<file path="config.mk">
export PLATFORM = sky130hd
export DESIGN_NAME = axi_stream_wr_master
export DESIGN_NICKNAME = d
export VERILOG_FILES = /design/src/rtl/axi_wr_pkg.sv /design/src/rtl/axi_burst_len_calc.sv /design/src/rtl/axi_stream_wr_master.sv
export SDC_FILE = /design/constraint.sdc
export NUM_CORES = 1
export LEC_CHECK = 0
export ABC_CLOCK_PERIOD_IN_PS = 5300
export BUFFER_PORTS_ARGS = -buffer_cell sky130_fd_sc_hd__buf_2
export CORE_AREA = 2 2 278 280
export DETAILED_ROUTE_END_ITERATION = 10
export DIE_AREA = 0 0 280 282
export GPL_TIMING_DRIVEN = 0
export PLACE_DENSITY = 0.34
export SLEW_MARGIN = 20
export SYNTH_ARGS = -nofsm -noshare
export SYNTH_HDL_FRONTEND = slang
export SYNTH_SLANG_ARGS = --single-unit
</file>
<file path="constraint.sdc">
create_clock -name clk -period 5.3 [get_ports clk]
set_input_delay 0.53 -clock clk [delete_from_list [all_inputs] [get_ports clk]]
set_output_delay 0.53 -clock clk [all_outputs]
set_load 0.05 [all_outputs]
</file>
<file path="src/rtl/axi_wr_pkg.sv">
// Shared types and constants for the AXI stream write master.
// Latency: none (declarations only).
// Backpressure: n/a.
package axi_wr_pkg;

  // Controller states
  typedef enum logic [2:0] {
    ST_IDLE = 3'd0,
    ST_AW   = 3'd1,
    ST_W    = 3'd2,
    ST_B    = 3'd3,
    ST_DONE = 3'd4
  } wr_state_e;

  // AXI bursts may not cross this byte boundary
  localparam int AXI_4KB = 4096;

  // AXI write response codes
  localparam logic [1:0] BRESP_OKAY   = 2'd0;
  localparam logic [1:0] BRESP_SLVERR = 2'd2;
  localparam logic [1:0] BRESP_DECERR = 2'd3;

  // Ceiling log2, used to turn beat counts into byte offsets by shifting
  function automatic int clog2_int(input int value);
    int r;
    r = 0;
    for (int i = 0; i < 31; i++) begin
      if ((1 << i) < value) r = i + 1;
    end
    return r;
  endfunction

endpackage

</file>
<file path="src/rtl/axi_burst_len_calc.sv">
// Burst length = min(remaining, MAX_BURST, beats left before the next 4 KB boundary).
// Latency: purely combinational.
// Backpressure: none; the result follows the inputs.
module axi_burst_len_calc
  import axi_wr_pkg::*;
#(
  parameter int BPB       = 32,
  parameter int MAX_BURST = 16
) (
  input  logic [11:0] addr_lo_i,
  input  logic [15:0] remaining_i,
  output logic [8:0]  blen_o
);

  localparam int LOG2_BPB = clog2_int(BPB);

  logic [12:0] room_bytes;
  logic [16:0] room_beats;
  logic [16:0] rem_w;
  logic [16:0] max_w;
  logic [16:0] min_rm;
  logic [16:0] min_all;

  // Compare at 17 bits so a remaining count of 256 or more never truncates
  always_comb begin
    room_bytes = 13'(AXI_4KB) - {1'b0, addr_lo_i};
    room_beats = 17'(room_bytes >> LOG2_BPB);
    rem_w      = {1'b0, remaining_i};
    max_w      = 17'(MAX_BURST);
    min_rm     = (rem_w < max_w) ? rem_w : max_w;
    min_all    = (min_rm < room_beats) ? min_rm : room_beats;
    blen_o     = 9'(min_all);
  end

endmodule

</file>
<file path="src/rtl/axi_stream_wr_master.sv">
// Command-driven AXI4 write master: splits a beat count into 4 KB-safe bursts fed from a stream.
// Latency: AW one cycle after command accept or after each B; done one cycle after the last B.
// Backpressure: s_tready follows m_axi_wready in the data phase; one burst outstanding at a time.
// Optional: define AXI_WR_RESP_CHK_EN to abort on a bad BRESP/BID and report done_err.
module axi_stream_wr_master
  import axi_wr_pkg::*;
#(
  parameter int AXI_IDWIDTH = 4,
  parameter int AXI_AWIDTH  = 64,
  parameter int AXI_DWIDTH  = 256,
  parameter int MAX_BURST   = 16,
  parameter int WR_ID       = 0
) (
  input  logic                      clk,
  input  logic                      rstn,
  input  logic                      cmd_valid,
  output logic                      cmd_ready,
  input  logic [AXI_AWIDTH-1:0]     cmd_addr,
  input  logic [15:0]               cmd_beats,
  input  logic                      s_tvalid,
  output logic                      s_tready,
  input  logic [AXI_DWIDTH-1:0]     s_tdata,
  output logic                      done,
  output logic                      done_err,
  output logic                      m_axi_awvalid,
  input  logic                      m_axi_awready,
  output logic [AXI_AWIDTH-1:0]     m_axi_awaddr,
  output logic [7:0]                m_axi_awlen,
  output logic [AXI_IDWIDTH-1:0]    m_axi_awid,
  output logic                      m_axi_wvalid,
  input  logic                      m_axi_wready,
  output logic                      m_axi_wlast,
  output logic [AXI_DWIDTH-1:0]     m_axi_wdata,
  output logic [AXI_DWIDTH/8-1:0]   m_axi_wstrb,
  input  logic                      m_axi_bvalid,
  output logic                      m_axi_bready,
  input  logic [AXI_IDWIDTH-1:0]    m_axi_bid,
  input  logic [1:0]                m_axi_bresp
);

  localparam int BPB      = AXI_DWIDTH / 8;
  localparam int LOG2_BPB = clog2_int(BPB);
  localparam logic [AXI_AWIDTH-1:0] ALIGN_MASK = ~AXI_AWIDTH'(BPB - 1);

  wr_state_e             state_q, state_d;
  logic [AXI_AWIDTH-1:0] addr_q, addr_d;
  logic [15:0]           remaining_q, remaining_d;
  logic [8:0]            blen_q, blen_d;
  logic [7:0]            beat_q, beat_d;
  logic                  err_q, err_d;

  logic [8:0]            blen_calc;
  logic [15:0]           rem_after;
  logic [AXI_AWIDTH-1:0] addr_after;
  logic                  resp_bad;

  axi_burst_len_calc #(
    .BPB       (BPB),
    .MAX_BURST (MAX_BURST)
  ) u_blen (
    .addr_lo_i   (addr_q[11:0]),
    .remaining_i (remaining_q),
    .blen_o      (blen_calc)
  );

  // Address wraps silently at the full AXI address width
  assign addr_after = addr_q + (AXI_AWIDTH'(blen_q) << LOG2_BPB);
  assign rem_after  = remaining_q - 16'(blen_q);

`ifdef AXI_WR_RESP_CHK_EN
  assign resp_bad = (m_axi_bresp != BRESP_OKAY) || (m_axi_bid != AXI_IDWIDTH'(WR_ID));
`else
  logic unused_resp;
  assign unused_resp = ^{m_axi_bresp, m_axi_bid};
  assign resp_bad    = 1'b0;
`endif

  // Constant and pass-through AXI fields
  assign m_axi_awaddr = addr_q;
  assign m_axi_awlen  = 8'(blen_calc - 9'd1);
  assign m_axi_awid   = AXI_IDWIDTH'(WR_ID);
  assign m_axi_wdata  = s_tdata;
  assign m_axi_wstrb  = '1;

  // State and transfer bookkeeping registers
  always_ff @(posedge clk or negedge rstn) begin
    if (!rstn) begin
      state_q     <= ST_IDLE;
      addr_q      <= '0;
      remaining_q <= '0;
      blen_q      <= '0;
      beat_q      <= '0;
      err_q       <= 1'b0;
    end else begin
      state_q     <= state_d;
      addr_q      <= addr_d;
      remaining_q <= remaining_d;
      blen_q      <= blen_d;
      beat_q      <= beat_d;
      err_q       <= err_d;
    end
  end

  // Next-state and handshake outputs; blen is latched at AW so B can advance by it
  always_comb begin
    state_d       = state_q;
    addr_d        = addr_q;
    remaining_d   = remaining_q;
    blen_d        = blen_q;
    beat_d        = beat_q;
    err_d         = err_q;
    cmd_ready     = 1'b0;
    m_axi_awvalid = 1'b0;
    m_axi_wvalid  = 1'b0;
    s_tready      = 1'b0;
    m_axi_wlast   = 1'b0;
    m_axi_bready  = 1'b0;
    done          = 1'b0;
    done_err      = 1'b0;
    unique case (state_q)
      ST_IDLE: begin
        cmd_ready = 1'b1;
        if (cmd_valid) begin
          addr_d      = cmd_addr & ALIGN_MASK;
          remaining_d = cmd_beats;
          err_d       = 1'b0;
          state_d     = (cmd_beats == 16'd0) ? ST_DONE : ST_AW;
        end
      end
      ST_AW: begin
        m_axi_awvalid = 1'b1;
        if (m_axi_awready) begin
          blen_d  = blen_calc;
          beat_d  = 8'(blen_calc - 9'd1);
          state_d = ST_W;
        end
      end
      ST_W: begin
        m_axi_wvalid = s_tvalid;
        s_tready     = m_axi_wready;
        m_axi_wlast  = (beat_q == 8'd0);
        if (s_tvalid && m_axi_wready) begin
          if (beat_q == 8'd0) begin
            state_d = ST_B;
          end else begin
            beat_d = beat_q - 8'd1;
          end
        end
      end
      ST_B: begin
        m_axi_bready = 1'b1;
        if (m_axi_bvalid) begin
          addr_d      = addr_after;
          remaining_d = rem_after;
          err_d       = err_q | resp_bad;
          state_d     = ((rem_after == 16'd0) || err_q || resp_bad) ? ST_DONE : ST_AW;
        end
      end
      ST_DONE: begin
        done     = 1'b1;
        done_err = err_q;
        state_d  = ST_IDLE;
      end
      default: state_d = ST_IDLE;
    endcase
  end

endmodule
</file>
==> results.py, run 1 <==
metrics = {
    "status": {
        "status": "finished, final reports clean",
    },
    "setup_path": {
        "slowest_stage": "dfrtp_2",
        "worstSetupStartpoint": "m_axi_awaddr[5]",
        "timing.rr.end": "beat_q[6]",
        "crit_path_end_kind": "primary output",
        "r2r_slack_ns": 1.13,
        "start_kind": "flip-flop",
        "rr_worst_depth": 19,
        "crit_buf_inv": 4,
        "cp.required_ns": 4.77,
        "worstPathArrival_ns": 4.44,
        "reg2reg_from": "m_axi_awaddr[5]",
        "cp_top_family": "compound AO/OA/AOI/OAI gates",
        "cpPeakStageDelay_ns": 0.48,
        "crit_path_max_fanout": 10,
        "crit_type": "reg2out",
        "crit_chain": "inv_1 -> ha_1 -> nor3b_1 -> xnor2_1 -> inv_1 -> ha_1 -> a21o_1 -> a21o_1 -> a211oi_2 -> o31ai_4 -> buf_4 -> mux2i_1 -> ha_2 -> nand2_1 -> nor2_1 -> nand3_1 -> xnor2_1 -> a21oi_2 -> buf_4",
    },
    "yosys": {
        "synth.largest_area_cell": "dfrtp_1",
        "syn_inst": 1195,
        "async_flop_share_pct": 100,
        "syn_area_mm2": 0.00944,
        "ys_ff_latch": 95,
        "yosysWarnings": 0,
        "ys_seq_area_share_pct": 25.2,
        "synth.distinct_cells": 81,
        "synth-edff-count": 0,
        "synth_top_cell_area_share_pct": 25.2,
        "synth.top_cells.by_count": "buf_4, dfrtp_1, nand2_1",
        "yosysMostFrequentCell": "buf_4",
        "synth_flop_cell": "dfrtp_1",
        "syn_area_per_cell_um2": 7.90,
        "yosys-top-cells-area": "dfrtp_1, buf_4, ha_1",
    },
    "routing": {
        "antenna_left": 0,
        "num_vias": 10331,
        "drc": 0,
        "drt_pass1_iterations": 5,
        "drt-initial-drc-count": 656,
        "routedWlPerCell_um": 18.7,
        "via_per_inst": 3.91,
        "totalWireLength_mm": 49.5,
    },
    "final_layout": {
        "finalNetCount": 2042,
        "n_fill_cell": 8673,
        "layout-drive-gt1-share_pct": 45.5,
        "fin_cells": 2645,
        "fin_area_mm2": 0.0133,
        "antenna_cells": 0,
        "synthToLayoutAreaGrowth_pct": 40.9,
    },
    "clocking": {
        "clk_path_buf_depth": 2,
        "path_clk_slew_ns": 0.08,
        "cts_max_level": 3,
        "cts-root-buf": "clkbuf_16",
        "clkLatencyLatePin_ns": 0.39,
        "cts_tree": "built",
        "cts_made_buffers": 9,
        "clock_sinks": 95,
    },
    "power": {
        "peakVddDrop_mv": 0.290,
        "pwr-share-seq_pct": 20.0,
        "p_leak_nw": 6.30,
        "power_switching_mw": 4.76,
        "combPwrFrac_pct": 69.8,
        "p_sw_share_pct": 60.9,
        "p_per_area_mw_per_mm2": 588,
        "clkPwrFrac_pct": 10.2,
        "power.internal_mw": 3.06,
    },
    "floorplan": {
        "die_y_um": 282,
        "start_util_pct": 12.5,
        "fp.dieW_um": 280,
        "dieArea_mm2": 0.0790,
        "ioPinCount": 721,
        "coreArea_mm2": 0.0757,
        "placementRows": 101,
    },
    "sta": {
        "max_freq_mhz": 201,
        "setup_ws_ns": 0.326,
        "final-max-slew-violation-count": 0,
        "rsz0062_at_grt": "false",
        "relSlewSlack_pct": 27.1,
        "finalSetupViolCount": 0,
        "finalCritPeriodShare_pct": 93.8,
        "tightest_slew_ns": 1.09,
        "finClkSkew_ns": 0.0125,
        "hold_viol_final": 0,
        "period_minus_slack_ns": 4.97,
    },
    "place": {
        "post_dp_cell_area_mm2": 0.0129,
        "pre_cts_ws_ns": -0.0520,
        "gp_congestion": 0.808,
        "io_buffers": 411,
        "dp_cells": 2628,
        "hpwl_mm": 40.8,
    },
    "global_route": {
        "grt_use_total_pct": 11.7,
        "grt_max_degree": 62,
        "grt_antenna_before_repair": 8,
        "grt_pass1_vias": 9346,
        "grt.overflow.total": 0,
        "grt_pass1_wl_mm": 66.9,
    },
    "worst_hold_path": {
        "hp-class": "in2async",
    },
    "run": {
        "max-cap-violations": 0,
    },
}
[placed cells by master, fill, tap and decap left out, types with 10 or more instances in the layout]
cell / netlist / routed
o22ai_1: 12 / 12
a31oi_1: 14 / 14
o21ai_0: 58 / 58
dfrtp_1: 95 / 94
nand4_1: 24 / 24
o21a_1: 14 / 14
nand3_1: 31 / 31
and2_1: 12 / 12
nor3_1: 37 / 36
buf_2: 4 / 412
xnor2_1: 10 / 10
ha_1: 29 / 28
inv_1: 39 / 39
a211oi_1: 14 / 13
nor4_1: 15 / 15
clkbuf_1: 40 / 40
conb_1: 2 / 45
and3_1: 18 / 18
nor2_1: 84 / 84
buf_4: 299 / 303
nand2_1: 94 / 94
a21oi_1: 68 / 67
[registers in the layout, summed over array words and instances (netlist names)]
register / count
remaining_q: 16
beat_q: 8
state_q: 3
blen_q: 9
m_axi_awaddr: 59
[through the flow]
step	TNS (ns)	hold WS, ns	total power [mW]	utilization (%)
finish	0	0.0337	7.82	17.6
global route	0	0.0579	8.40	17.6
CTS	0	0.0485	7.88	17.5
detailed placement	-0.0552	0.466	7.03	17.1
global placement	-0.0237	0.501	7.01	17.0
floorplan	0	0.234	5.27	-
[power by group through the flow]
stage | clock, mW | sequential (mW) | combinational, mW
final | 0.795 | 1.56 | 5.46
after global routing | 0.842 | 1.63 | 5.92
after CTS | 0.820 | 1.57 | 5.50
after detailed placement | 0 | 1.57 | 5.46
after global placement | 0 | 1.57 | 5.44
after floorplan | 0 | 2.15 | 3.12
[timing repair]
action | 4_1_cts | 5_1_grt
buffers inserted | 1 | 1
setup endpoints to repair | 3 | 2
pin swaps | 1 | 2
hold buffers | 0 | 0
gates resized for setup | 7 | 3
[final cells by class]
cell class | count | area, um2 | share of cell area (%)
Buffer | 347 | 2430 | 18.3
Sequential cell | 95 | 2380 | 17.9
Inverter | 39 | 146 | 1.10
Multi-Input combinational cell | 756 | 4680 | 35.2
Timing Repair Buffer | 414 | 2110 | 15.9
Tap cell | 978 | 1220 | 9.20
Clock buffer | 11 | 243 | 1.83
Clock inverter | 5 | 88.8 | 0.668
[cells by family after synthesis]
group                    synth area share, %
multiplexers                           0.875
flip-flops                              25.2
buffers and inverters                   27.3
AND/OR/NAND/NOR                         19.8
AO/OA/AOI/OAI                           20.8
other                                 0.0796
XOR/XNOR                                1.67
adder cells (fa/ha/maj)                 4.27
[worst max path at each step]
stage / to / cells after the start / slack (ns)
2_1_floorplan: m_axi_awlen[6] / 17 / 0.17
3_3_place_gp: m_axi_awlen[6] / 19 / -0.02
3_5_place_dp: m_axi_awlen[6] / 19 / -0.05
4_1_cts: m_axi_awlen[6] / 16 / 0.07
5_1_grt: m_axi_awlen[6] / 19 / 0.004
6_report: m_axi_awlen[6] / 19 / 0.33
[metal layers]
layer / vias to the layer above / global-route usage (%) / wire length, um
li1: 4847 / - / -
met1: 4951 / 15.3 / 21300
met2: 501 / 19.8 / 24200
met3: 28 / 2.67 / 3550
met4: 4 / 1.66 / 388
met5: - / 0 / 28
No activity file was read; power rests on OpenSTA's default activity.
==> run 2: changes to the inputs <==
CORE_AREA = 2 2 283 285   (was 2 2 278 280)
DIE_AREA = 0 0 285 287   (was 0 0 280 282)
PLACE_DENSITY = 0.33   (was 0.34)
SYNTH_HIERARCHICAL = 1   (was default)
==> results.py, run 2 <==
metrics = {
    "worst_hold_path": {
        "hp-class": "in2async",
    },
    "sta": {
        "max_freq_mhz": 202,
        "setup_ws_ns": 0.339,
        "relSlewSlack_pct": 34.3,
        "rsz0062_at_grt": "false",
        "period_minus_slack_ns": 4.96,
        "finClkSkew_ns": 0.0130,
        "final-max-slew-violation-count": 0,
        "hold_slack_ns": 0.0711,
        "fin_setup_tns_ns": 0,
        "finalSetupViolCount": 0,
        "finalCritPeriodShare_pct": 93.6,
        "tightest_slew_ns": 0.982,
        "hold_viol_final": 0,
    },
    "clocking": {
        "clkLatencyLatePin_ns": 0.39,
        "clock_sinks": 95,
        "ctsResizeCount": 1,
        "cts_max_level": 3,
        "cts-root-buf": "clkbuf_16",
        "cts_hold_buf": 0,
        "cts_made_buffers": 9,
        "clk_path_buf_depth": 2,
        "path_clk_slew_ns": 0.08,
        "cts_tree": "built",
        "post-cts-setup-buffers": 0,
    },
    "final_layout": {
        "fin_area_mm2": 0.0135,
        "layout-drive-gt1-share_pct": 46.0,
        "n_fill_cell": 9042,
        "final_core_util_pct": 17.1,
        "fin_cells": 2733,
        "layout_common_cells": "buf_2, buf_4, nand2_1, dfrtp_1, nor2_1",
        "layout.cells.most_common": "buf_2",
        "largest_reg_flops": 59,
        "finalNetCount": 2055,
        "synthToLayoutAreaGrowth_pct": 42.0,
    },
    "power": {
        "power_switching_mw": 4.91,
        "power.internal_mw": 3.10,
        "p_per_area_mw_per_mm2": 594,
        "p_leak_nw": 6.34,
        "peakVddDrop_mv": 0.263,
        "combPwrFrac_pct": 69.7,
        "p_total_mw": 8.00,
        "clkPwrFrac_pct": 9.9,
        "p_sw_share_pct": 61.3,
        "pwr-share-seq_pct": 20.4,
    },
    "place": {
        "io_buffers": 411,
        "dp_cells": 2716,
        "post_dp_cell_area_mm2": 0.0131,
        "gp_congestion": 0.813,
        "pre_cts_ws_ns": 0.418,
        "hpwl_mm": 42.1,
    },
    "yosys": {
        "synth.distinct_cells": 81,
        "ys_seq_area_share_pct": 25.1,
        "synth_top_cell_area_share_pct": 25.1,
        "yosysWarnings": 6,
        "synth.top_cells.by_count": "buf_4, dfrtp_1, nand2_1",
        "synth_flop_cell": "dfrtp_1",
        "yosysMostFrequentCell": "buf_4",
        "async_flop_share_pct": 100,
        "yosys-top-cells-area": "dfrtp_1, buf_4, nand2_1",
        "synth-edff-count": 0,
        "syn_area_mm2": 0.00949,
        "ys_ff_latch": 95,
        "syn_inst": 1201,
        "syn_area_per_cell_um2": 7.90,
        "synth.largest_area_cell": "dfrtp_1",
    },
    "global_route": {
        "grt_antenna_before_repair": 6,
        "grt_use_total_pct": 11.7,
        "grt_max_degree": 54,
        "grt_pass1_wl_mm": 70.3,
        "grt.overflow.total": 0,
        "grt_pass1_vias": 9931,
    },
    "setup_path": {
        "crit_path_end_kind": "primary output",
        "timing.rr.end": "beat_q[6]",
        "crit_type": "reg2out",
        "endpoint": "m_axi_awlen[6]",
        "worstSetupStartpoint": "remaining_q[10]",
        "reg2reg_from": "remaining_q[10]",
        "r2r_slack_ns": 1.13,
        "start_kind": "flip-flop",
        "crit_path_max_fanout": 10,
        "worstPathArrival_ns": 4.43,
        "rr_worst_depth": 19,
        "cp.required_ns": 4.77,
    },
    "routing": {
        "drc": 0,
        "drt-initial-drc-count": 745,
        "num_vias": 10573,
        "totalWireLength_mm": 51.1,
        "via_per_inst": 3.87,
        "routedWlPerCell_um": 18.7,
        "antenna_left": 0,
        "drt_pass1_iterations": 5,
    },
    "floorplan": {
        "fp.dieW_um": 285,
        "coreArea_mm2": 0.0786,
        "placementRows": 103,
        "die_y_um": 287,
        "ioPinCount": 721,
        "dieArea_mm2": 0.0818,
        "start_util_pct": 12.1,
    },
    "status": {
        "status": "finished, final reports clean",
    },
    "run": {
        "max-cap-violations": 0,
    },
}
## run 2: area by class of cell
cell class / instances / area (um2) / area share, %
Antenna cell: 1 / 2.50 / 0.0186
Buffer: 352 / 2460 / 18.3
Clock buffer: 9 / 225 / 1.67
Clock inverter: 7 / 106 / 0.789
Inverter: 36 / 135 / 1.00
Multi-Input combinational cell: 770 / 4740 / 35.2
Sequential cell: 95 / 2380 / 17.7
Tap cell: 1050 / 1310 / 9.75
Timing Repair Buffer: 413 / 2110 / 15.7
## run 2: worst min path at each step
| stage | endpoint | cells past startpoint | slack, ns |
|---|---|---|---|
| after detailed placement | beat_q[2] | 1 | 0.50 |
| after global placement | m_axi_awaddr[13] | 2 | 0.50 |
| final | beat_q[3] | 1 | 0.07 |
| after CTS | beat_q[2] | 1 | 0.09 |
| after floorplan | beat_q[0] | 0 | 0.23 |
| after global routing | beat_q[3] | 1 | 0.12 |
## run 2: metal layers
metal	up-vias	GRT usage, %	wire [um]
met3	45	2.15	3390
met1	5137	15.4	21800
met4	2	1.94	591
met5	-	0	13
met2	514	20.3	25300
li1	4875	-	-
## run 2: logic make-up after synthesis
group / synth area share, %
buffers and inverters: 27.4
AND/OR/NAND/NOR: 20.0
AO/OA/AOI/OAI: 19.4
flip-flops: 25.1
adder cells (fa/ha/maj): 3.98
XOR/XNOR: 2.03
multiplexers: 1.99
other: 0.119
## run 2: power groups by stage
stage	Combinational, mW	Clock (mW)	Sequential (mW)
finish	5.58	0.792	1.63
global route	6.01	0.836	1.70
CTS	5.60	0.815	1.63
detailed placement	5.58	0	1.64
global placement	5.56	0	1.63
floorplan	3.13	0	2.21
## run 2: critical path: stages, from the launching register on
cell and delay (ns):
dfrtp_1 0.50, nor4_1 0.31, and3_1 0.26, buf_4 0.18, nand2_1 0.11, inv_1 0.07, ha_1 0.24, a211oi_1 0.38
or2b_1 0.27, a21boi_1 0.15, a41o_1 0.13, buf_6 0.14, mux2i_2 0.28, inv_1 0.10, ha_1 0.21, nand2_1 0.11
nor3_1 0.06, xor2_1 0.29, buf_4 0.26
